===== src/rtl/bin2bcd_pkg.sv =====
// Shared types and constants for the sequential binary-to-BCD converter.
package bin2bcd_pkg;

    typedef enum logic [1:0] {
        IDLE,
        SHIFT,
        DONE
    } state_e;

    localparam int unsigned DIGIT_W = 4;
    localparam logic [3:0]  NINE    = 4'd9;

    // Largest value representable in the given number of BCD digits (10^digits - 1).
    function automatic longint unsigned bcd_max(input int unsigned digits);
        longint unsigned v;
        v = 1;
        for (int unsigned i = 0; i < digits; i++) begin
            v = v * 10;
        end
        return v - 1;
    endfunction

endpackage


===== src/rtl/bin2bcd_seq_digit_adj.sv =====
// Double-dabble correction cell: a BCD nibble of 5 or more gets +3 before the shift.
import bin2bcd_pkg::*;

module bcd_digit_adj (
    input  logic [3:0] din,
    output logic [3:0] dout
);

    // Add 3 when the nibble would reach 10 or more after doubling.
    always_comb begin
        dout = din;
        if (din >= 4'd5) begin
            dout = din + 4'd3;
        end
    end

endmodule


===== src/rtl/bin2bcd_seq.sv =====
// Sequential binary-to-BCD converter (shift-and-add-3), one bit per clock.
// Result, done pulse and overflow flag are registered and held between conversions.
// Optional: define BIN2BCD_AUTO_EN to also start a conversion whenever bin
// differs from the value captured by the previous conversion.
import bin2bcd_pkg::*;

module bin2bcd_seq #(
    parameter int IN_WIDTH = 14,
    parameter int DIGITS   = 4
) (
    input  logic                      clk,
    input  logic                      rst_n,
    input  logic                      start,
    input  logic [IN_WIDTH-1:0]       bin,
    output logic [DIGIT_W*DIGITS-1:0] bcd,
    output logic                      busy,
    output logic                      done,
    output logic                      overflow
);

    localparam int BCD_W = DIGIT_W * DIGITS;
    localparam int SR_W  = BCD_W + IN_WIDTH;
    localparam int CNT_W = $clog2(IN_WIDTH);

    localparam logic [CNT_W-1:0]  CNT_LAST = CNT_W'(IN_WIDTH - 1);
    localparam longint unsigned   MAX_VAL  = bcd_max(DIGITS);
    localparam logic [BCD_W-1:0]  ALL_NINE = {DIGITS{NINE}};

    state_e            state_q, state_d;
    logic [SR_W-1:0]   sr_q, sr_d;
    logic [CNT_W-1:0]  cnt_q, cnt_d;
    logic              busy_q, busy_d;
    logic              done_q, done_d;
    logic [BCD_W-1:0]  bcd_q, bcd_d;
    logic              ovf_flag_q, ovf_flag_d;
    logic              overflow_q, overflow_d;
    logic              go;
    logic [BCD_W-1:0]  adj;
    logic [SR_W-1:0]   shifted;

`ifdef BIN2BCD_AUTO_EN
    logic [IN_WIDTH-1:0] prev_q, prev_d;
`endif

    genvar g;
    generate
        for (g = 0; g < DIGITS; g++) begin : g_adj
            bcd_digit_adj u_adj (
                .din  (sr_q[IN_WIDTH + g*DIGIT_W +: DIGIT_W]),
                .dout (adj[g*DIGIT_W +: DIGIT_W])
            );
        end
    endgenerate

    // Corrected BCD field rejoined with the remaining binary bits, then shifted left by one.
    always_comb begin
        shifted = {adj, sr_q[IN_WIDTH-1:0]} << 1;
    end

    // Conversion trigger: start port, plus input-change detection when enabled.
    always_comb begin
`ifdef BIN2BCD_AUTO_EN
        go = start || (bin != prev_q);
`else
        go = start;
`endif
    end

    // Next-state and datapath control for IDLE -> SHIFT -> DONE.
    always_comb begin
        state_d    = state_q;
        sr_d       = sr_q;
        cnt_d      = cnt_q;
        busy_d     = busy_q;
        done_d     = 1'b0;
        bcd_d      = bcd_q;
        ovf_flag_d = ovf_flag_q;
        overflow_d = overflow_q;
`ifdef BIN2BCD_AUTO_EN
        prev_d     = prev_q;
`endif
        case (state_q)
            IDLE: begin
                if (go) begin
                    sr_d                 = '0;
                    sr_d[IN_WIDTH-1:0]   = bin;
                    cnt_d                = '0;
                    busy_d               = 1'b1;
                    ovf_flag_d           = 64'(bin) > MAX_VAL;
                    state_d              = SHIFT;
`ifdef BIN2BCD_AUTO_EN
                    prev_d               = bin;
`endif
                end
            end
            SHIFT: begin
                sr_d  = shifted;
                cnt_d = cnt_q + CNT_W'(1);
                if (cnt_q == CNT_LAST) begin
                    busy_d  = 1'b0;
                    state_d = DONE;
                end
            end
            DONE: begin
                bcd_d      = ovf_flag_q ? ALL_NINE : sr_q[SR_W-1 -: BCD_W];
                overflow_d = ovf_flag_q;
                done_d     = 1'b1;
                state_d    = IDLE;
            end
            default: begin
                state_d = IDLE;
            end
        endcase
    end

    // State and datapath registers with synchronous active-low reset.
    always_ff @(posedge clk) begin
        if (!rst_n) begin
            state_q    <= IDLE;
            sr_q       <= '0;
            cnt_q      <= '0;
            busy_q     <= 1'b0;
            done_q     <= 1'b0;
            bcd_q      <= '0;
            ovf_flag_q <= 1'b0;
            overflow_q <= 1'b0;
`ifdef BIN2BCD_AUTO_EN
            prev_q     <= '0;
`endif
        end else begin
            state_q    <= state_d;
            sr_q       <= sr_d;
            cnt_q      <= cnt_d;
            busy_q     <= busy_d;
            done_q     <= done_d;
            bcd_q      <= bcd_d;
            ovf_flag_q <= ovf_flag_d;
            overflow_q <= overflow_d;
`ifdef BIN2BCD_AUTO_EN
            prev_q     <= prev_d;
`endif
        end
    end

    assign bcd      = bcd_q;
    assign busy     = busy_q;
    assign done     = done_q;
    assign overflow = overflow_q;

endmodule


===== config.mk =====
export PLATFORM = sky130hd
export DESIGN_NAME = bin2bcd_seq
export DESIGN_NICKNAME = d
export VERILOG_FILES = /design/src/rtl/bin2bcd_pkg.sv /design/src/rtl/bin2bcd_seq_digit_adj.sv /design/src/rtl/bin2bcd_seq.sv
export SDC_FILE = /design/constraint.sdc
export NUM_CORES = 1
export LEC_CHECK = 0
export BUFFER_PORTS_ARGS = -buffer_cell sky130_fd_sc_hd__buf_2
export CAP_MARGIN = 10
export CORE_ASPECT_RATIO = 0.8
export CORE_MARGIN = 3
export CORE_UTILIZATION = 41
export CTS_CLUSTER_SIZE = 40
export DETAILED_ROUTE_END_ITERATION = 8
export GPL_TIMING_DRIVEN = 1
export HOLD_SLACK_MARGIN = 0.12
export PLACE_DENSITY_LB_ADDON = 0.1
export SETUP_SLACK_MARGIN = 0.3
export SLEW_MARGIN = 20
export SYNTH_ARGS = -nofsm -noshare
export SYNTH_HDL_FRONTEND = slang
export SYNTH_SLANG_ARGS = --single-unit

===== constraint.sdc =====
create_clock -name clk -period 1.5 [get_ports clk]
set_input_delay 0.225 -clock clk [delete_from_list [all_inputs] [get_ports clk]]
set_output_delay 0.225 -clock clk [all_outputs]
set_load 0.005 [all_outputs]

-- Word level (Yosys, flattened, before mapping)
Index checks and enable logic that the tools add are counted.
- register bits: 56
- bits of input ports: 17
- output and inout bits: 19
- word-level logic and storage cells: 45
- add/subtract/negate cells: 5
- order comparisons: 5
- equality and inequality tests: 5
- mux-type cells: 16
- reduce and logical (&&, ||, !) cells: 6
- operators with widths (operator ; count):
    $pmux 30 s2 ; 1
    $mux 30 ; 1
    $ge 4x3->1 const B ; 4
    $mux 16 ; 1
    $mux 4 ; 4
    $gt 14x14->1 const B ; 1
    $add 4x2->4 const B ; 3
    $pmux 4 s2 ; 1
    $reduce_and 2->1 ; 3
    $add 4x1->4 const B ; 1
    $eq 4x4->1 const B ; 1
    $mux 2 ; 2
    $ne 2x2->1 const B ; 2
    $pmux 2 s2 ; 1
    $add 3x2->3 const B ; 1
    $mux 1 ; 3
    $mux 3 ; 1
    $reduce_and 3->1 ; 1
    $eq 2x1->1 const B ; 1
    $eq 2x2->1 const B ; 1
    $logic_not 2->1 ; 1
    $pmux 1 s2 ; 1
    $reduce_bool 2->1 ; 1

-- Depth between registers and ports, before layout
Gate-level depths: netlist of the first run.
- word-level depth: 3
- mapped depth: 6
- gate-level depth less buffers: 6

-- Hierarchy
A second synthesis of the first run with hierarchy kept.
- cell total of the unflattened synthesis: 318
- area, all modules: 2832.7 um^2
- modules (own cells, without submodules) (module ; times used ; cells an instance ; area each (um^2) ; seq. area each (um^2)):
    bin2bcd_seq ; 1 ; 254 ; 2427.3 ; 1121.1
    bcd_digit_adj ; 4 ; 16 ; 101.3 ; 0.0

-- Worst setup path after synthesis of the first run
No wires, ideal clock.
- path type: register to register
- from: reg sr_q[27]
- to: reg sr_q[28]
- library setup time: 0.074 ns
- arrival time: 1.317 ns
- data required time: 1.426 ns
- setup slack: 0.108 ns
- cell stages (with the launch flop): 7
- buffers on the path: 0
- clock period less this slack: 1.392 ns
- cell sequence: dfxtp_1 -> inv_1 -> ha_1 -> nand2b_1 -> a21oi_1 -> mux2_2 -> o21ai_0
- longest elaborated chain between the ends: 3
- elaborated cells on any way between the ends: 4
- classes of those cells: 1 x add/sub; 1 x order compare; 2 x mux
- RTL lines (item ; RTL line ; source):
    start, declared ; bin2bcd_seq.sv:30 ; logic [SR_W-1:0] sr_q, sr_d;
    start signal, assigned ; bin2bcd_seq.sv:132 ; sr_q <= sr_d;
    $ge 4x3->1 or $add 3x2->3 (tied branches) ; bin2bcd_seq_digit_adj.sv:12, bin2bcd_seq_digit_adj.sv:13 ;
    $mux 3 * ; bin2bcd_seq_digit_adj.sv:12 ; if (din >= 4'd5) begin
    $pmux 30 s2 * ; bin2bcd_seq.sv:82 ; case (state_q)
Every way passes the cells marked *; elsewhere a longest branch is shown, timed or not.
A chain may end at the register's enable or synchronous reset.

-- Final worst setup path of the first run
Ends and elaborated chain as after synthesis.

==> results_dict.tcl, run 1 <==
set metrics [dict create \
    worst_ep_arrival_time_ns 1.57 \
    path_clk_slew_ns 0.11 \
    drt-vias-per-instance 5.12 \
    hold_viol_final 0 \
    vias 2392 \
    rsz0062_at_grt "yes" \
    fin_tns_setup_ns 0 \
    cts_root_buf "clkbuf_8" \
    fin_cells 467 \
    power_density_nw_per_um2 823 \
    cts.sinks 56 \
    critPathLaunchType "flip-flop" \
    setup_viol 0 \
    worstSkewPairLatency_ns 0.32 \
    hold_buffers 0 \
    end_kind "flip-flop" \
    grt_pass1_wl_um 11300 \
    hold_class "in -> reg" \
    synth_area_sq_um 2790 \
    gp_congestion 0.755 \
    initial_core_util_pct 42.9 \
    final.period_utilization_pct 87.1 \
    synth.distinct_cells 38 \
    drv_cap 0 \
    reg2reg_depth 6 \
    worstMarginPinSlew_ns 0.396 \
    dp_cells 444 \
    slew_viol_final 0 \
    ys_seq_elements 56 \
    antenna_found_initial 0 \
    initialDrtViolationCount 84 \
    worstHoldStart "bin[13]" \
    coreArea_sq_um 6510 \
    crit_fanout 4 \
    p_leak_nw 1.38 \
    cts_made_buffers 5 \
    maxSlewHeadroom_pct 73.6 \
    overflow 0 \
    die_w_um 98.3 \
    seq_area_frac_synth_pct 40.2 \
    hold_depth 3 \
    grt_max_degree 32 \
    drive_gt1_share_pct 34.7 \
    syn_avg_cell_area_sq_um 8.36 \
    nets 409 \
    fmax_mhz 765 \
    hold_end "ovf_flag_q$_SDFFE_PN0P_" \
    hpwl_um 4380 \
    first_global_vias 2234 \
    die_y_um 79.8 \
    ys.warnings.count 0 \
    wl_per_cell_um 15.2 \
    antenna_left 0 \
    cp-startpoint "sr_q[27]$_SDFFE_PN0P_" \
    wl_um 7080 \
    ctsLongestPathBuffers 2 \
    rrSetupSlack_ns 0.19 \
    synth_top_flop_cell "dfxtp_1" \
    portBuffers 35 \
    r2r_end "sr_q[28]$_SDFFE_PN0P_" \
    num_rows 26 \
    crit_required_ns 1.76 \
    synth_edf_count 0 \
    finClkSkew_ns 0.0116 \
    syn_nets 361 \
    drc 0 \
    critPathKind "reg -> reg" \
    diodes 0 \
    htreeDepth 2 \
    io_pins 36 \
    dieArea_sq_um 7840 \
    reg2reg_from "sr_q[27]$_SDFFE_PN0P_" \
    netlist_instances 334 \
    outcome "finished clean" \
    grt_use_total_pct 17.6 \
    async_flop_share_pct 0 \
    vdd.ir_drop.worst_mv 0.443 \
    area_growth_pct 27.5 \
    finalCriticalPeriod_ns 1.31 \
    dr.pass1.iters 4 \
    cts_tree "done" \
]
[kinds of logic (layout without fill, tap and decap cells)]
group | Yosys count | count (layout) | share of synthesized area (%)
and+or+nand+nor | 149 | 152 | 27.3
AOI/OAI and AO/OA | 78 | 78 | 18.6
DFF | 56 | 56 | 40.2
buffers and inverters | 32 | 78 | 6.41
adders and majority gates | 10 | 10 | 4.48
xor gates and xnor gates | 7 | 7 | 2.20
muxes | 2 | 2 | 0.807
[flip-flops by register name, indices dropped and copies added (netlist names)]
register	count
bcd	16
busy	1
cnt_q	4
done	1
overflow	1
ovf_flag_q	1
sr_q	30
state_q	2
[cell usage in the layout (no fill, tap or decap), types with 5 or more instances in the layout]
master and instances:
nor2_1 64, dfxtp_1 43, buf_2 35, a21oi_1 21, nand2_1 19, buf_4 19, o21ai_0 13, o221ai_1 13
nor3_1 11, a21boi_1 9, nor3b_1 7, nor2b_1 7, nand3_1 7, ha_4 7, dfxtp_2 7, nand2b_4 6
o21ai_1 6, clkbuf_8 6, dfxtp_4 6, nor3b_2 5, and2_1 5
[cell usage after synthesis (2+ instances only)]
master    instances  share of area, %
ha_1             10               4.5
nor3b_1           7               1.9
a22oi_1           2              0.54
buf_6             4               1.6
nand2_1          19               2.6
buf_4             5               1.3
xor2_1            3              0.94
a21boi_1          9               2.4
and2_1            6               1.3
nor2b_1           9               2.0
o21ai_0          18               3.2
mux2_2            2              0.81
clkbuf_1          4              0.54
inv_1            10               1.3
or3_1             4              0.90
dfxtp_1          56                40
nor3_1           13               2.3
buf_2             8               1.4
nor2_1           64               8.6
nand3_1           8               1.4
nor3b_2           5               2.2
nand2b_1          8               1.8
o31ai_2           3               1.3
o221ai_1         13               4.1
xnor2_1           4               1.3
a21oi_1          26               4.7
a22o_1            3              0.94
[cell type report]
type | count | area (sq um)
Multi-Input combinational cell | 249 | 1750
Tap cell | 84 | 105
Timing Repair Buffer | 59 | 378
Clock inverter | 2 | 38.8
Clock buffer | 6 | 82.6
Fill cell | 596 | 2950
Sequential cell | 56 | 1150
Inverter | 11 | 56.3
[layer usage]
metal / wire, um / share of wire, % / track usage (%)
met1: 3630 / 51 / 25.6
met2: 3130 / 44 / 27.0
met3: 268 / 3.8 / 3.06
met4: 56 / 0.79 / 4.50
met5: 0 / 0 / 0
[through the flow]
step / setup slack, ns / cell area, sq um / hold slack, ns / total power [W] / utilization (%)
after floorplan: 0.241 / 2910 / 0.368 / 0.00179 / -
after global placement: 0.187 / 3140 / 0.436 / 0.00187 / 48.3
after detailed placement: 0.110 / 3140 / 0.446 / 0.00187 / 48.3
after CTS: 0.154 / 3390 / 0.156 / 0.00295 / 52.1
after global routing: 0.141 / 3560 / 0.189 / 0.00305 / 54.7
final: 0.193 / 3560 / 0.176 / 0.00293 / 54.7
[power breakdown]
group	switching (W)	leakage [nW]	internal, W
sequential	0.0000472	0.463	0.00152
combinational	0.000154	0.852	0.000128
clock	0.000530	0.0614	0.000547
[critical path, stage by stage (launching register included)]
cell      delay (ns)
dfxtp_2         0.37
inv_4           0.05
ha_4            0.14
nand2b_4        0.13
a21oi_4         0.14
mux2_4          0.31
o21ai_1         0.10
[worst max-delay path by stage]
stage	to	slack [ns]
4_1_cts	sr_q[28]$_SDFFE_PN0P_	0.15
3_5_place_dp	sr_q[26]$_SDFFE_PN0P_	0.11
3_3_place_gp	sr_q[28]$_SDFFE_PN0P_	0.19
5_1_grt	sr_q[28]$_SDFFE_PN0P_	0.14
2_1_floorplan	sr_q[28]$_SDFFE_PN0P_	0.24
6_report	sr_q[28]$_SDFFE_PN0P_	0.19
[what timing repair did]
| action | in CTS | in global routing |
|---|---|---|
| gates resized for setup | 20 | 37 |
| pin swaps | 10 | 11 |
| endpoints found under the setup margin | 54 | 27 |
| gates cloned | 1 | 2 |
| buffers inserted | 7 | 5 |
Power figures use the tool's default switching activity.
==> run 2, diff against run 1 <==
--- a/config.mk
+++ b/config.mk
@@ -16,5 +16,5 @@
 export HOLD_SLACK_MARGIN = 0.12
 export PLACE_DENSITY_LB_ADDON = 0.1
-export SETUP_SLACK_MARGIN = 0.3
+export SETUP_SLACK_MARGIN = 0.2
 export SLEW_MARGIN = 20
 export SYNTH_ARGS = -nofsm -noshare
==> constraint.sdc (replaced) <==
create_clock -name clk -period 1.5 [get_ports clk]
set_input_delay 0.075 -clock clk [delete_from_list [all_inputs] [get_ports clk]]
set_output_delay 0.075 -clock clk [all_outputs]
set_load 0.005 [all_outputs]
==> run 2 against run 1 <==
Worst setup slack worse by 0.041 ns; combinational power down 6%; register-to-register slack worse by 0.04 ns; clock power down 18%.
==> results_dict.tcl, run 2 (synthesis results as in run 1) <==
set metrics [dict create \
    ctsLongestPathBuffers 2 \
    initialDrtViolationCount 129 \
    slew_viol_final 0 \
    cts_tree "done" \
    critPathKind "reg -> reg" \
    place_area_sq_um 3020 \
    antenna_found_initial 0 \
    fmax_mhz 742 \
    outcome "finished clean" \
    drive_gt1_share_pct 31.9 \
    rrSetupSlack_ns 0.15 \
    htreeDepth 2 \
    crit_fanout 4 \
    nets 405 \
    hold_class "in -> reg" \
    io_pins 36 \
    hold_end "sr_q[3]$_SDFFE_PN0P_" \
    gp_congestion 0.766 \
    maxSlewHeadroom_pct 73.9 \
    holdWs_ns 0.149 \
    largest_register_ffs 30 \
    setup_viol 0 \
    area_growth_pct 22.4 \
    wl_um 6770 \
    coreArea_sq_um 6510 \
    cts_made_buffers 5 \
    initial_core_util_pct 42.9 \
    critPathLaunchType "flip-flop" \
    drv_cap 0 \
    finalInstanceArea_sq_um 3420 \
    p_leak_nw 1.32 \
    power_density_nw_per_um2 797 \
    die_y_um 79.8 \
    hold_depth 5 \
    final_common_cell "nor2_1" \
    path_clk_slew_ns 0.10 \
    vdd.ir_drop.worst_mv 0.591 \
    vias 2438 \
    fin_tns_setup_ns 0 \
    dr.pass1.iters 4 \
    crit_required_ns 1.75 \
    grt_max_degree 37 \
    post-route-util_pct 52.5 \
    worst_ep_arrival_time_ns 1.60 \
    reg2reg_depth 6 \
    largest-register "sr_q" \
    drt-vias-per-instance 5.27 \
    rsz0062_at_grt "yes" \
    first_global_vias 2291 \
    diodes 0 \
    num_rows 26 \
    worstMarginPinSlew_ns 0.391 \
    hold_viol_final 0 \
    hpwl_um 4300 \
    worstSkewPairLatency_ns 0.31 \
    dp_cells 441 \
    fin_cells 463 \
    dieArea_sq_um 7840 \
    layout_common_cells "nor2_1 (64), dfxtp_1 (44), buf_2 (35)" \
    reg2reg_from "sr_q[27]$_SDFFE_PN0P_" \
    end_kind "flip-flop" \
    cts_root_buf "clkbuf_8" \
    grt_pass1_wl_um 11100 \
    r2r_end "sr_q[28]$_SDFFE_PN0P_" \
    die_w_um 98.3 \
    overflow 0 \
    antenna_left 0 \
    cts.sinks 56 \
    worstHoldStart "bin[3]" \
    portBuffers 35 \
    drc 0 \
    grt_use_total_pct 17.3 \
    wl_per_cell_um 14.6 \
    finalCriticalPeriod_ns 1.35 \
    finClkSkew_ns 0.00848 \
    final.period_utilization_pct 89.9 \
]
-- run 2: changes by cell type in the layout (fill, tap and decap cells not counted), moves of 2 or more --
cell        delta
o21ai_1        -4
nor3_2         -2
ha_4           -2
nor2b_1        +2
o21ai_0        +3
buf_4          +2
dfxtp_4        -2
nor3_1         +2
clkinvlp_4     +2
buf_6          -4
-- run 2: stage by stage --
stage	setup slack (ns)	total power (W)
floorplan	0.146	0.00179
global placement	0.0681	0.00186
detailed placement	0.0532	0.00186
CTS	0.178	0.00275
global route	0.129	0.00286
finish	0.152	0.00272
-- run 2: how the worst max path moves through the flow --
stage / start / to / depth (start not counted)
2_1_floorplan: sr_q[27]$_SDFFE_PN0P_ / sr_q[28]$_SDFFE_PN0P_ / 6
3_3_place_gp: sr_q[14]$_SDFFE_PN0P_ / sr_q[16]$_SDFFE_PN0P_ / 6
3_5_place_dp: sr_q[27]$_SDFFE_PN0P_ / sr_q[28]$_SDFFE_PN0P_ / 6
4_1_cts: sr_q[27]$_SDFFE_PN0P_ / sr_q[28]$_SDFFE_PN0P_ / 6
5_1_grt: sr_q[27]$_SDFFE_PN0P_ / sr_q[28]$_SDFFE_PN0P_ / 6
6_report: sr_q[27]$_SDFFE_PN0P_ / sr_q[28]$_SDFFE_PN0P_ / 6
-- run 2: power by group --
part | total, W | internal (W) | switching [W] | leakage (nW)
combinational | 0.000266 | 0.000119 | 0.000146 | 0.812
sequential | 0.00157 | 0.00153 | 0.0000489 | 0.462
clock | 0.000882 | 0.000375 | 0.000507 | 0.0434
total | 0.00272 | 0.00202 | 0.000702 | 1.32
-- run 2: critical path, cell delays in order, from the launching register on --
cell	delay, ns
dfxtp_2	0.37
inv_4	0.06
ha_4	0.15
nand2b_4	0.14
a21oi_4	0.16
mux2_4	0.32
o21ai_2	0.10
-- run 2: per-layer routing --
layer / GRT usage, % / vias up / wire (um)
met4: 3.27 / 0 / 22
met2: 26.6 / 49 / 3050
met5: 0 / - / 0
li1: - / 1238 / -
met3: 3.49 / 2 / 280
met1: 25.1 / 1149 / 3410
-- run 2: what timing repair did --
action,4_1_cts,5_1_grt
hold buffers,1,0
endpoints found under the setup margin,27,23
setup buffers,10,2
pin swaps,7,10
endpoints found under the hold margin,1,0
gates cloned,0,1
gates resized for setup,31,26
-- run 2: cell type report --
class                           instances  area [sq um]
Timing Repair Buffer                   57           343
Multi-Input combinational cell        247          1670
Tap cell                               84           105
Inverter                               11          51.3
Clock buffer                            6          82.6
Fill cell                             630          3090
Clock inverter                          2          15.0
Sequential cell                        56          1150
